## config.mk

```make
export PLATFORM = sky130hd
export DESIGN_NAME = button_conditioner
export DESIGN_NICKNAME = d
export VERILOG_FILES = /design/src/rtl/button_conditioner_pkg.sv /design/src/rtl/debounce_channel.sv /design/src/rtl/button_conditioner.sv
export SDC_FILE = /design/constraint.sdc
export NUM_CORES = 1
export LEC_CHECK = 0
export CORE_MARGIN = 5
export CORE_UTILIZATION = 30
export CTS_BUF_LIST = sky130_fd_sc_hd__clkbuf_8
export CTS_CLUSTER_DIAMETER = 80
export DETAILED_ROUTE_END_ITERATION = 10
export PLACE_DENSITY = 0.54
export SETUP_SLACK_MARGIN = 0.1
export SKIP_CTS_REPAIR_TIMING = 1
export SLEW_MARGIN = 20
export SYNTH_ARGS = -nofsm -noshare
export SYNTH_HDL_FRONTEND = slang
export SYNTH_SLANG_ARGS = --single-unit
```

## constraint.sdc

```tcl
create_clock -name clk -period 2.35 [get_ports clk]
set_input_delay 0.3525 -clock clk [delete_from_list [all_inputs] [get_ports clk]]
set_output_delay 0.3525 -clock clk [all_outputs]
set_load 0.1 [all_outputs]
```

## src/rtl/button_conditioner_pkg.sv

```systemverilog
// Shared constants for the button conditioner: debounce FSM encodings and the
// default debounce window.
package button_conditioner_pkg;

    localparam int unsigned DEBOUNCE_CYCLES_DEFAULT = 10000;

    localparam logic [1:0] StStableLow  = 2'd0;
    localparam logic [1:0] StWaitHigh   = 2'd1;
    localparam logic [1:0] StStableHigh = 2'd2;
    localparam logic [1:0] StWaitLow    = 2'd3;

endpackage

```

## src/rtl/debounce_channel.sv

```systemverilog
// One button channel: 2-flop synchronizer, debounce FSM with saturating-free
// counter, and registered level / press / release outputs.
module debounce_channel
    import button_conditioner_pkg::*;
#(
    parameter int unsigned DEBOUNCE_CYCLES = DEBOUNCE_CYCLES_DEFAULT
) (
    input  logic clk,
    input  logic res,
    input  logic btn_in,
    output logic btn_level,
    output logic btn_press,
    output logic btn_release
);

    localparam int unsigned CW = $clog2(DEBOUNCE_CYCLES);
    localparam logic [CW-1:0] CntMax = CW'(DEBOUNCE_CYCLES - 1);

    logic [1:0]    sync_q;
    logic          sync;
    logic [1:0]    state_q, state_d;
    logic [CW-1:0] cnt_q, cnt_d;
    logic          level_q, level_d;
    logic          press_q, press_d;
    logic          release_q, release_d;

    assign sync = sync_q[1];

    // Counter defaults to 0 so stable states hold it cleared and every entry
    // into a wait state starts from 0.
    always_comb begin
        state_d   = state_q;
        cnt_d     = '0;
        press_d   = 1'b0;
        release_d = 1'b0;
        case (state_q)
            StStableLow: begin
                if (sync) state_d = StWaitHigh;
            end
            StWaitHigh: begin
                if (!sync) begin
                    state_d = StStableLow;
                end else if (cnt_q == CntMax) begin
                    state_d = StStableHigh;
                    press_d = 1'b1;
                end else begin
                    cnt_d = cnt_q + 1'b1;
                end
            end
            StStableHigh: begin
                if (!sync) state_d = StWaitLow;
            end
            StWaitLow: begin
                if (sync) begin
                    state_d = StStableHigh;
                end else if (cnt_q == CntMax) begin
                    state_d   = StStableLow;
                    release_d = 1'b1;
                end else begin
                    cnt_d = cnt_q + 1'b1;
                end
            end
            default: state_d = StStableLow;
        endcase
        level_d = (state_d == StStableHigh) || (state_d == StWaitLow);
    end

    always_ff @(posedge clk or negedge res) begin
        if (!res) begin
            sync_q    <= 2'b00;
            state_q   <= StStableLow;
            cnt_q     <= '0;
            level_q   <= 1'b0;
            press_q   <= 1'b0;
            release_q <= 1'b0;
        end else begin
            sync_q    <= {sync_q[0], btn_in};
            state_q   <= state_d;
            cnt_q     <= cnt_d;
            level_q   <= level_d;
            press_q   <= press_d;
            release_q <= release_d;
        end
    end

    assign btn_level   = level_q;
    assign btn_press   = press_q;
    assign btn_release = release_q;

endmodule

```

## src/rtl/button_conditioner.sv

```systemverilog
// Debounces a bus of raw button pins into clean levels and one-cycle
// press/release pulses; one independent debounce_channel per pin.
module button_conditioner
    import button_conditioner_pkg::*;
#(
    parameter int unsigned CHANNELS        = 3,
    parameter int unsigned DEBOUNCE_CYCLES = DEBOUNCE_CYCLES_DEFAULT
) (
    input  logic                clk,
    input  logic                res,
    input  logic [CHANNELS-1:0] btn_in,
    output logic [CHANNELS-1:0] btn_level,
    output logic [CHANNELS-1:0] btn_press,
    output logic [CHANNELS-1:0] btn_release
);

    for (genvar g = 0; g < int'(CHANNELS); g++) begin : gen_ch
        debounce_channel #(
            .DEBOUNCE_CYCLES(DEBOUNCE_CYCLES)
        ) u_ch (
            .clk        (clk),
            .res        (res),
            .btn_in     (btn_in[g]),
            .btn_level  (btn_level[g]),
            .btn_press  (btn_press[g]),
            .btn_release(btn_release[g])
        );
    end

endmodule

```

==> results of run 1 <==
## power by group through the flow
stage	clock network, mW	logic, mW	registers, mW
floorplan	0	0.0248	1.12
global placement	0	0.0582	1.13
detailed placement	0	0.0582	1.13
CTS	0.857	0.0584	1.11
global route	0.908	0.0657	1.11
finish	0.821	0.0554	1.11
## state kept, by name (all words and copies together), names as in the netlist
| register | cells |
|---|---|
| gen_ch.u_ch.sync_q | 6 |
| gen_ch.u_ch.cnt_q | 42 |
| gen_ch.u_ch.btn_release | 3 |
| gen_ch.u_ch.state_q | 6 |
| gen_ch.u_ch.btn_press | 3 |
| gen_ch.u_ch.btn_level | 3 |
## cell type report
| type | instances | area share, % |
|---|---|---|
| Sequential cell | 63 | 50.0 |
| Inverter | 4 | 0.476 |
| Clock buffer | 12 | 5.24 |
| Multi-Input combinational cell | 176 | 35.6 |
| Clock inverter | 3 | 0.357 |
| Tap cell | 111 | 4.41 |
| Timing Repair Buffer | 14 | 3.89 |
## through the flow
step	hold WS (ns)	power [mW]	cells
6_report	0.0325	1.98	383
5_1_grt	0.0546	2.08	383
4_1_cts	0.0245	2.02	383
3_5_place_dp	0.336	1.18	368
3_3_place_gp	0.333	1.18	368
2_1_floorplan	0.0569	1.15	258
## worst max-delay path: stages (launching register included)
cell and delay (ns):
dfrtp_1 0.43, or4_1 0.58, or4_4 0.53, mux2_1 0.33
## cell families (layout without fill, tap and decap cells)
kind of cell,Yosys count,count (layout),share of synthesized area (%)
simple gates,125,125,23.4
flops,63,63,56.1
xor+xnor,39,39,12.1
buf+inv,19,33,4.01
mux,6,6,2.40
fa+ha+maj,3,3,1.34
compound gates,3,3,0.668
## cell usage in the layout, fill, tap and decap left out, types with 4 or more instances in the layout
cell type / synthesis / layout
buf_4: 10 / 9
mux2_2: 4 / 4
nand3_1: 14 / 14
nor2_1: 47 / 47
nor3b_1: 6 / 6
nor4_1: 9 / 9
clkbuf_8: 0 / 12
nor3_1: 7 / 7
dfrtp_1: 63 / 63
inv_1: 4 / 7
nand4_1: 10 / 10
nand2_1: 12 / 12
xor2_1: 15 / 15
xnor2_1: 24 / 24
## worst paths after layout
check                                                    from                             endpoint  slack [ns]  cells past startpoint
max                         gen_ch[0].u_ch.cnt_q[6]$_DFF_PN0_  gen_ch[0].u_ch.state_q[1]$_DFF_PN0_        0.36                      3
min                                                       res   gen_ch[1].u_ch.btn_press$_DFF_PN0_        0.03                      2
max reg2reg                 gen_ch[0].u_ch.cnt_q[6]$_DFF_PN0_  gen_ch[0].u_ch.state_q[1]$_DFF_PN0_        0.36                      3
min reg2reg                gen_ch[1].u_ch.sync_q[0]$_DFF_PN0_   gen_ch[1].u_ch.sync_q[1]$_DFF_PN0_        0.35                      0
max in group asynchronous                                 res  gen_ch[0].u_ch.state_q[0]$_DFF_PN0_        2.07                      2
min in group clk           gen_ch[1].u_ch.sync_q[0]$_DFF_PN0_   gen_ch[1].u_ch.sync_q[1]$_DFF_PN0_        0.35                      0
## routing by layer
metal	track usage (%)	routed length (µm)	vias to the layer above
li1	-	-	899
met1	11.0	2120	867
met2	14.5	2140	36
met3	2.47	167	13
met4	5.48	122	0
met5	0	0	-
==> results.py, run 1 <==
metrics = {
    "run_status": {
        "status": "finished clean",
    },
    "timing": {
        "fin_setup_tns_ns": 0,
        "rsz0062_at_grt": "no",
        "fmax_mhz": 502,
        "finalClockSkew_ns": 0.00413,
        "fin_ws_ns": 0.357,
        "worst_pin_slew_ns": 0.427,
        "slew_headroom_pct": 71.2,
        "period_minus_slack_ns": 1.99,
        "period_share_pct": 84.8,
        "maxSlewViolCount": 0,
        "finalHoldViolations": 0,
        "setup_viol": 0,
    },
    "min_path": {
        "hp-class": "input pin to async pin",
    },
    "critical_path": {
        "endpoint_kind": "flip-flop",
        "startpoint_type": "flip-flop",
        "cp.arrival_ns": 2.20,
        "path_max_fanout": 6,
        "required_ns": 2.56,
        "path_class": "flip-flop to flip-flop",
    },
    "route": {
        "via_per_inst": 4.74,
        "firstDrtPassIters": 4,
        "wl_per_cell_um": 11.9,
        "drcViolationCount": 0,
        "dr.first_iter.drc_count": 112,
        "route.final.wire_length_um": 4550,
        "ant_nets": 0,
        "num_vias": 1815,
    },
    "global_routing": {
        "gr-total-overflow": 0,
        "grt_max_degree": 64,
        "grt_first_pass_wirelength_um": 8340,
        "track_usage_pct": 9.09,
        "grt_pass1_vias": 1832,
        "antenna_found_initial": 0,
    },
    "power": {
        "pwr-share-comb_pct": 2.8,
        "switching_share_pct": 21.0,
        "irDropWorstVdd_v": 0.000243,
        "seqPwrFrac_pct": 55.8,
        "switching_power_mw": 0.416,
        "pwr-share-clk_pct": 41.4,
        "pwr_density_cell_nw_per_um2": 629,
        "leakage_nw": 1.32,
        "p_int_mw": 1.57,
    },
    "logic_synthesis": {
        "synth.area.top_cells": "dfrtp_1 (56%), xnor2_1 (7.5%), nor2_1 (6.3%), xor2_1 (4.7%), buf_4 (2.7%)",
        "synth_enable_flop_cells": 0,
        "yosysMostFrequentCell": "dfrtp_1",
        "avgSynthCellArea_um2": 10.9,
        "yosysTopAreaCell": "dfrtp_1",
        "synth_fp_nets": 266,
        "syn-cell-area_um2": 2810,
        "synthesis.instances": 258,
        "async_flop_share_pct": 100,
        "synthTopCellsByCount": "dfrtp_1 (63), nor2_1 (47), xnor2_1 (24)",
        "yosys_warnings": 0,
        "synth_seq_cells": 63,
        "synth_top_area_share_pct": 56.1,
        "ys_types": 31,
        "seq_area_frac_synth_pct": 56.1,
        "ys.flop_type": "dfrtp_1",
    },
    "die": {
        "ios": 14,
        "die_h_um": 107,
        "die_w_um": 107,
        "dieArea_um2": 11400,
        "coreArea_um2": 9200,
        "initial_core_util_pct": 30.6,
        "rows": 35,
    },
    "cts": {
        "cts_buffer_depth": 2,
        "ctsHtreeMaxLevel": 3,
        "cts.sinks": 63,
        "cts_root_buffer": "clkbuf_8",
        "clk_latency_ns": 0.33,
        "path_clk_slew_ns": 0.06,
        "cts_made_buffers": 9,
        "cts_tree": "yes",
    },
    "finish": {
        "antenna_cells": 0,
        "fin_area_um2": 3150,
        "multiInputGateArea_um2": 1120,
        "drive_above_1_share_pct": 11.8,
        "area_growth_pct": 12.1,
        "seq_area_um2": 1580,
        "fin_util_pct": 34.3,
        "n_fill_cell": 915,
        "nets": 276,
    },
    "placed_design": {
        "gp_congestion": 0.779,
        "place_area_um2": 2980,
        "place_ws_ns": 0.368,
        "dp_hpwl_um": 3030,
        "portBuffers": 13,
    },
    "flow_run": {
        "drv_cap": 0,
    },
}
Note: power is estimated with default switching activity, not from simulation.
==> inputs of run 2 (changes only) <==
--- a/config.mk
+++ b/config.mk
@@ -10,7 +10,7 @@
 export CTS_BUF_LIST = sky130_fd_sc_hd__clkbuf_8
 export CTS_CLUSTER_DIAMETER = 80
 export DETAILED_ROUTE_END_ITERATION = 10
-export PLACE_DENSITY = 0.54
+export PLACE_DENSITY = 0.55
 export SETUP_SLACK_MARGIN = 0.1
 export SKIP_CTS_REPAIR_TIMING = 1
 export SLEW_MARGIN = 20
==> constraint.sdc (replaced) <==
create_clock -name clk -period 1.65 [get_ports clk]
set_input_delay 0.2475 -clock clk [delete_from_list [all_inputs] [get_ports clk]]
set_output_delay 0.2475 -clock clk [all_outputs]
set_load 0.1 [all_outputs]
==> run 2 against run 1 <==
The run now ends with negative setup slack left. Sequential share of layout area fell by 7.7 points. Non-clock buffer count rose by 32. Die area is the same. Final cell count rose by 8.9%. Clock-buffer cell count down 3. Critical path depth unchanged. Via count grew 6.6%. Sequential cell count unchanged. Routed wire length rose by 18%. Clock power increased by 99%. Utilization increased by 6.2 points. Worst hold slack better by 0.32 ns. Critical path type unchanged.
==> results.py, run 2 (synthesis gave the netlist of run 1 again) <==
metrics = {
    "route": {
        "ant_nets": 0,
        "via_per_inst": 4.64,
        "drcViolationCount": 0,
        "route.final.wire_length_um": 5370,
        "num_vias": 1935,
        "wl_per_cell_um": 12.9,
        "dr.first_iter.drc_count": 55,
        "firstDrtPassIters": 4,
    },
    "timing": {
        "period_share_pct": 115,
        "fmax_mhz": 525,
        "finalClockSkew_ns": 0.00710,
        "setup_viol": 18,
        "maxSlewViolCount": 0,
        "finalHoldViolations": 0,
        "rsz0062_at_grt": "yes",
        "worst_pin_slew_ns": 0.502,
        "slew_headroom_pct": 66.5,
        "period_minus_slack_ns": 1.90,
        "fin_ws_ns": -0.254,
        "fin_setup_tns_ns": -2.00,
    },
    "cts": {
        "cts_tree": "yes",
        "path_clk_slew_ns": 0.07,
        "cts_made_buffers": 9,
        "clk_latency_ns": 0.33,
        "cts.sinks": 63,
        "cts_root_buffer": "clkbuf_8",
        "cts_buffer_depth": 2,
        "ctsHtreeMaxLevel": 3,
    },
    "placed_design": {
        "post-place-cells": 393,
        "place_ws_ns": -0.276,
        "dp_hpwl_um": 3520,
        "portBuffers": 13,
        "gp_congestion": 0.828,
    },
    "power": {
        "pwr_density_cell_nw_per_um2": 891,
        "irDropWorstVdd_v": 0.000299,
        "leakage_nw": 1.54,
        "power_mw": 3.32,
    },
    "finish": {
        "fin_util_pct": 40.5,
        "regMostFlops": "gen_ch.u_ch.cnt_q",
        "seq_area_um2": 1580,
        "instances_no_fill": 417,
        "nets": 309,
        "final_common_cell": "dfrtp_1",
        "n_fill_cell": 899,
        "drive_above_1_share_pct": 29.7,
        "antenna_cells": 0,
        "reg_top3": "gen_ch.u_ch.cnt_q x42, gen_ch.u_ch.state_q x6, gen_ch.u_ch.sync_q x6",
        "largest_reg_flops": 42,
        "area_growth_pct": 32.5,
        "layout_common_cells": "dfrtp_1 (63), nor2_1 (37), buf_4 (29)",
        "multiInputGateArea_um2": 1250,
    },
    "die": {
        "rows": 35,
        "die_h_um": 107,
        "ios": 14,
        "dieArea_um2": 11400,
        "coreArea_um2": 9200,
        "die_w_um": 107,
        "initial_core_util_pct": 30.6,
    },
    "run_status": {
        "violations": "negative setup slack",
        "status": "complete, but fails checks",
    },
    "critical_path": {
        "startpoint_type": "flip-flop",
        "endpoint_kind": "flip-flop",
        "path_cells": "or4_4 > or4_4 > mux2_4",
        "path_buf_inv": 0,
        "cp.arrival_ns": 2.12,
        "startpoint": "gen_ch[0].u_ch.cnt_q[7]$_DFF_PN0_",
        "path_max_fanout": 4,
        "crit_slowest_cell": "or4_4",
        "critical_path.max_stage_delay_ns": 0.56,
        "crit_top_cell": "or4_4",
        "required_ns": 1.87,
        "r2r-start": "gen_ch[0].u_ch.cnt_q[7]$_DFF_PN0_",
        "cp_top_family": "simple AND/OR/NAND/NOR gates",
        "path_class": "flip-flop to flip-flop",
    },
    "global_routing": {
        "grt_max_degree": 27,
        "grt_first_pass_wirelength_um": 9050,
        "track_usage_pct": 10.0,
        "grt_pass1_vias": 1983,
        "gr-total-overflow": 0,
        "antenna_found_initial": 0,
    },
    "flow_run": {
        "drv_cap": 0,
    },
    "min_path": {
        "min_from": "btn_in[1]",
        "hp-class": "input pin to flip-flop",
    },
}
## run 2: changes by cell type in the layout (fill, tap and decap cells not counted), moves of 3 or more
cell	delta
buf_4	+20
buf_12	+11
nor2_1	-10
nor2_2	+10
bufinv_16	+3
clkbuf_8	-3
inv_1	-3
## run 2: worst register-to-register path: cells and delay by family, from the launching register on
family           cells  cell delay [ns]
AND/OR/NAND/NOR      2             1.10
multiplexers         1             0.31
flip-flops           1             0.38
## run 2: metal layers
metal	GRT usage, %	wire [µm]	share of wire, %	vias to the layer above
met3	2.29	117	2.2	11
met1	12.9	2600	48	938
met5	0	0	0	-
li1	-	-	-	961
met2	15.4	2530	47	25
met4	5.75	119	2.2	0
## run 2: through the flow
step	cell area (µm²)	hold WS, ns
floorplan	2840	-0.0481
global placement	3310	0.237
detailed placement	3310	0.245
CTS	3550	-0.128
global route	3720	0.335
finish	3720	0.349
## run 2: cell type report
cell class                 count  share of cell area (%)
sequential                    63                    42.3
multi-input combinational    177                    33.5
timing repair buffer          46                    13.5
tap                          111                    3.73
clock buffer                   9                    3.33
clock inverter                 7                    3.22
inverter                       4                   0.403
## run 2: path summary, 6_finish.rpt
path	end	slack, ns	depth (start not counted)
setup / recovery	gen_ch[0].u_ch.btn_level$_DFF_PN0_	-0.25	3
hold / removal	gen_ch[1].u_ch.sync_q[0]$_DFF_PN0_	0.35	1
setup reg to reg	gen_ch[0].u_ch.btn_level$_DFF_PN0_	-0.25	3
hold reg to reg	gen_ch[2].u_ch.sync_q[1]$_DFF_PN0_	0.35	0
max in group asynchronous	gen_ch[0].u_ch.cnt_q[9]$_DFF_PN0_	0.72	3
min in group asynchronous	gen_ch[2].u_ch.btn_press$_DFF_PN0_	0.41	2
## run 2: where the power goes
part           leakage, nW  total, mW  internal (mW)  switching (mW)
registers            0.856       1.58           1.56          0.0144
logic                0.568      0.115         0.0484          0.0670
clock network        0.120       1.63           1.01           0.618
total                 1.54       3.32           2.62           0.699
==> inputs of run 3 (changes only) <==
--- a/config.mk
+++ b/config.mk
@@ -13,6 +13,7 @@
 export PLACE_DENSITY = 0.55
 export SETUP_SLACK_MARGIN = 0.1
 export SKIP_CTS_REPAIR_TIMING = 1
+export SKIP_LAST_GASP = 1
 export SLEW_MARGIN = 20
 export SYNTH_ARGS = -nofsm -noshare
 export SYNTH_HDL_FRONTEND = slang
==> results of run 3 <==
Same layout as run 2: the final DEF is identical, and so are final timing and power.
